==> config.mk <==
export PLATFORM = sky130hd
export DESIGN_NAME = time_bonus_tally
export DESIGN_NICKNAME = d
export VERILOG_FILES = /design/src/rtl/time_bonus_tally.sv
export SDC_FILE = /design/constraint.sdc
export NUM_CORES = 1
export LEC_CHECK = 0
export ABC_AREA = 1
export BUFFER_PORTS_ARGS = -buffer_cell sky130_fd_sc_hd__buf_2
export CAP_MARGIN = 10
export CORE_AREA = 2 2 84 86
export CTS_CLUSTER_DIAMETER = 80
export DETAILED_ROUTE_END_ITERATION = 7
export DIE_AREA = 0 0 86 88
export GPL_TIMING_DRIVEN = 0
export MAX_ROUTING_LAYER = met4
export PLACE_DENSITY_LB_ADDON = 0.12
export SYNTH_ARGS = -nofsm -noshare
export SYNTH_HDL_FRONTEND = slang
export SYNTH_SLANG_ARGS = --single-unit
==> constraint.sdc <==
create_clock -name vga_clock -period 3.19 [get_ports vga_clock]
set_clock_uncertainty 0.05 [all_clocks]
set_input_delay 0.638 -clock vga_clock [delete_from_list [all_inputs] [get_ports vga_clock]]
set_output_delay 0.638 -clock vga_clock [all_outputs]
set_load 0.01 [all_outputs]
==> src/rtl/time_bonus_tally.sv <==
// time_bonus_tally: latches remaining seconds on level clear and drains them
// into a saturating bonus score, one second per TICKS_PER_STEP clocks.
module time_bonus_tally #(
    parameter int TICKS_PER_STEP    = 250_000,
    parameter int POINTS_PER_SECOND = 50,
    parameter int SECONDS_WIDTH     = 8,
    parameter int SCORE_WIDTH       = 20
) (
    input  logic                     vga_clock,
    input  logic                     reset,
    input  logic                     start,
    input  logic [SECONDS_WIDTH-1:0] seconds_in,
    input  logic                     timer_done,
    output logic [SECONDS_WIDTH-1:0] seconds_out,
    output logic [SCORE_WIDTH-1:0]   bonus_score,
    output logic                     step,
    output logic                     busy,
    output logic                     done
);
    localparam int TW = $clog2(TICKS_PER_STEP);

    typedef enum logic [1:0] {IDLE, LOAD, DRAIN, FINISH} state_t;

    state_t                   state, state_next;
    logic [TW-1:0]            tick;
    logic                     tick_last;
    logic [SECONDS_WIDTH-1:0] load_val;
    logic [SCORE_WIDTH:0]     sum;

    assign tick_last = tick == TW'(TICKS_PER_STEP - 1);
    assign load_val  = timer_done ? '0 : seconds_in;
    // one extra bit so the carry out signals saturation
    assign sum       = {1'b0, bonus_score} + (SCORE_WIDTH + 1)'(POINTS_PER_SECOND);

    always_comb begin
        state_next = state;
        case (state)
            IDLE, FINISH: state_next = start ? LOAD : state;
            LOAD:         state_next = (load_val == '0) ? FINISH : DRAIN;
            DRAIN:        state_next = (tick_last && seconds_out == SECONDS_WIDTH'(1)) ? FINISH : DRAIN;
            default:      state_next = IDLE;
        endcase
    end

    always_ff @(posedge vga_clock or posedge reset) begin
        if (reset)
            state <= IDLE;
        else
            state <= state_next;
    end

    always_ff @(posedge vga_clock or posedge reset) begin
        if (reset) begin
            seconds_out <= '0;
            bonus_score <= '0;
            step        <= 1'b0;
            busy        <= 1'b0;
            done        <= 1'b0;
            tick        <= '0;
        end else begin
            step <= 1'b0;
            busy <= state_next == LOAD || state_next == DRAIN;
            done <= state_next == FINISH;
            if ((state == IDLE || state == FINISH) && start)
                bonus_score <= '0;
            if (state == LOAD) begin
                seconds_out <= load_val;
                tick        <= '0;
            end
            if (state == DRAIN) begin
                tick <= tick_last ? '0 : tick + TW'(1);
                if (tick_last && seconds_out != '0) begin
                    seconds_out <= seconds_out - SECONDS_WIDTH'(1);
                    bonus_score <= sum[SCORE_WIDTH] ? '1 : sum[SCORE_WIDTH-1:0];
                    step        <= 1'b1;
                end
            end
        end
    end
endmodule

==> flow_metrics.py <==
metrics = {
    "clock_tree": {
        "clock_tree.buffer_depth": 2,
        "cts_resized": 0,
        "postCtsSetupRepairBufs": 0,
        "cts-hold-fix-buffers": 0,
        "total_clock_buffers_created_by_cts": 5,
        "clock_transition_at_path_regs_ps": 90,
        "clk_root_buffer_cell": "sky130_fd_sc_hd__clkbuf_8",
        "clock_h_tree_levels": 2,
        "cts_tree": "yes",
        "number_of_clock_sinks_seen_by_cts": 51,
        "worst_skew_pair.late_latency_ps": 300,
    },
    "timing": {
        "hold_viol_final": 0,
        "timing.final.crit_share": 0.6403,
        "period_needed_ps": 2043,
        "final.setup.worst_slack_ps": 1147,
        "setup_violations": 0,
        "tightest_pin_transition_ps": 461.6,
        "max_clock_freq_mhz": 489.6,
        "final-max-slew-violation-count": 0,
        "rsz0062_at_grt": "false",
        "max-slew-margin-rel": 0.6923,
        "fin_tns_setup_ps": 0,
    },
    "critical_path": {
        "cells_along_the_critical_path": "inv_1, ha_1, clkbuf_1, inv_1, a21oi_1, nand4_1, nand2_1, nand2_1, nand2_1, ha_1",
        "critical_path.n_buffers_inverters": 3,
        "slowest_stage": "sky130_fd_sc_hd__dfrtp_1",
        "cp_max_fo": 9,
        "reg2reg_end": "busy$_DFF_PP0_",
        "arrival_ps": 2190,
        "worstReg2RegStart": "state[1]$_DFF_PP0_",
        "critPathKind": "register to register",
        "cpLargestDelayFamily": "buffers and inverters",
        "critical_path.endpoint_type": "register",
        "ff2ff_setup_slack_ps": 1150,
        "worstRegToRegCells": 10,
        "crit_required_ps": 3340,
        "critical_path_max_stage_delay_ps": 390,
        "crit_path_frequent_cell": "sky130_fd_sc_hd__nand2_1",
        "worstSetupStartpointType": "register",
    },
    "finish": {
        "finish.net_count": 506,
        "syn_to_final_growth_pct": 14.01,
        "layout.filler_cells": 649,
        "multi_input_comb_area_um2": 1633,
        "layout.area.seq_um2": 1276,
        "antenna_cells": 0,
        "mostFrequentLayoutCells": "109 x sky130_fd_sc_hd__nand2_1, 52 x sky130_fd_sc_hd__inv_1, 51 x sky130_fd_sc_hd__dfrtp_1",
        "drive_above_1_share": 0.1906,
        "final_common_cell": "sky130_fd_sc_hd__nand2_1",
    },
    "detailed_routing": {
        "detail-route-antenna-nets": 0,
        "detailedRoute.firstPassIterationCount": 4,
        "drt-initial-drc-count": 88,
        "route.vias.total": 2873,
        "drcViolationCount": 0,
        "finalWirelength_mm": 7.280,
        "route.detailed.vias_per_inst": 5.058,
        "wl_per_cell_um": 12.82,
    },
    "logic_synthesis": {
        "synthesis.nets": 456,
        "synthFlopType": "sky130_fd_sc_hd__dfrtp_1",
        "synth_largest_area_cell": "sky130_fd_sc_hd__dfrtp_1",
        "syn_area_um2": 3197,
        "synth.yosys.warnings": 0,
        "netlist_instances": 437,
        "synth-async-reset-ratio": 1.000,
        "synth_cell_types": 33,
        "netlist.area_leader.share": 0.3992,
        "synth_area_leaders": "sky130_fd_sc_hd__dfrtp_1 40%, sky130_fd_sc_hd__nand2_1 13%, sky130_fd_sc_hd__nand3_1 6.3%",
        "post_synthesis_sequential_element_count": 51,
        "synthesis.area_per_instance_um2": 7.315,
        "synth_seq_area_share": 0.3992,
        "synth-edff-count": 0,
    },
    "floorplan": {
        "design.portCount": 43,
        "dieArea_um2": 7568,
        "die-height_um": 88,
        "start_util": 0.4812,
        "die_x_um": 86,
        "core_region_area_um2": 6644,
        "rows": 30,
    },
    "placement": {
        "gp_congestion": 0.9080,
        "post_place_setup_slack_ps": 1181,
        "port_buffers": 42,
        "hpwlAfterDp_mm": 5.488,
    },
    "global_routing": {
        "track_usage": 0.2143,
        "largest_net_degree_at_the_start_of_global_routing": 38,
        "vias_in_the_first_global_route": 2759,
        "grt_remaining_overflow": 0,
        "grt_antenna_before_repair": 0,
        "grt_pass1_wl_mm": 12.54,
    },
    "power": {
        "vdd.ir_drop.worst_v": 0.0001526,
        "leakagePower_nw": 1.962,
        "power-per-cell-area_nw_per_um2": 315.1,
    },
    "flow_run": {
        "max_cap_violations": 0,
    },
    "run_status": {
        "run_status": "finished clean",
    },
    "worst_hold_path": {
        "worst_hold_path_type": "primary input to async pin",
    },
}
cell usage after synthesis (3+ instances only):
cell	count
sky130_fd_sc_hd__a21oi_1	9
sky130_fd_sc_hd__xor2_1	8
sky130_fd_sc_hd__nand4_1	11
sky130_fd_sc_hd__nor2_1	47
sky130_fd_sc_hd__nor3_1	8
sky130_fd_sc_hd__dfrtp_1	51
sky130_fd_sc_hd__inv_2	7
sky130_fd_sc_hd__o21ai_1	11
sky130_fd_sc_hd__buf_2	3
sky130_fd_sc_hd__nand3_2	3
sky130_fd_sc_hd__nand2_2	10
sky130_fd_sc_hd__nand3_1	40
sky130_fd_sc_hd__nand2_1	109
sky130_fd_sc_hd__xnor2_1	7
sky130_fd_sc_hd__o21ai_0	30
sky130_fd_sc_hd__nor2_2	4
sky130_fd_sc_hd__inv_1	53
sky130_fd_sc_hd__ha_1	7
where the power goes:
| group | total, W | switching (W) | leakage, nW | internal [W] |
|---|---|---|---|---|
| sequential | 0.000646 | 0 | 0.568 | 0.000646 |
| combinational | 0.0000285 | 0.0000194 | 1.33 | 0.00000909 |
| clock | 0.000474 | 0.000220 | 0.0612 | 0.000254 |
metrics by stage:
stage | instance area [um2] | total power (W) | instances | hold slack, ps | util
2_1_floorplan | 3197 | 0.0006729 | 437 | 425.4 | -
3_3_place_gp | 3507 | 0.0006846 | 559 | 447.5 | 0.5279
3_5_place_dp | 3527 | 0.0006886 | 560 | 453.2 | 0.5309
4_1_cts | 3645 | 0.001162 | 568 | 238.5 | 0.5486
5_1_grt | 3645 | 0.001194 | 568 | 243.4 | 0.5486
6_report | 3645 | 0.001149 | 568 | 233.9 | 0.5486
metal layers:
metal	vias up	global-route usage	wire, um
li1	1492	-	-
met1	1341	0.2736	3478
met2	33	0.3559	3554
met3	7	0.03770	178
met4	0	0.05051	69
met5	-	-	0
cells by family (layout without fill, tap and decap cells):
family,Yosys count,count (layout),synth area share
and+or+nand+nor,243,243,0.3613
buffers and inverters,70,121,0.09002
AOI/OAI and AO/OA,51,51,0.08101
DFF,51,51,0.3992
xor gates and xnor gates,15,15,0.04110
adders and majority gates,7,7,0.02740
state kept, by name, indices dropped and copies added, names as in the netlist:
name,count
bonus_score,20
busy,1
done,1
seconds_out,8
state,2
step,1
tick,18
layout make-up:
| class | instances | share of cell area |
|---|---|---|
| Clock inverter | 2 | 0.009612 |
| Sequential cell | 51 | 0.3502 |
| Timing Repair Buffer | 43 | 0.06317 |
| Clock buffer | 6 | 0.02266 |
| Multi-Input combinational cell | 316 | 0.4480 |
| Inverter | 62 | 0.06454 |
| Tap cell | 80 | 0.02746 |
| Buffer | 8 | 0.01442 |
how the worst max path moves through the flow:
| stage | start | endpoint | slack, ps | depth (start not counted) |
|---|---|---|---|---|
| floorplan | reset | bonus_score[0]$_DFFE_PP0P_ | 1270 | 1 |
| global placement | reset | seconds_out[3]$_DFF_PP0_ | 570 | 2 |
| detailed placement | state[1]$_DFF_PP0_ | busy$_DFF_PP0_ | 1180 | 10 |
| CTS | state[1]$_DFF_PP0_ | busy$_DFF_PP0_ | 1150 | 10 |
| global route | state[1]$_DFF_PP0_ | busy$_DFF_PP0_ | 970 | 10 |
| finish | state[1]$_DFF_PP0_ | busy$_DFF_PP0_ | 1150 | 10 |
(Power assumes the default switching activity.)
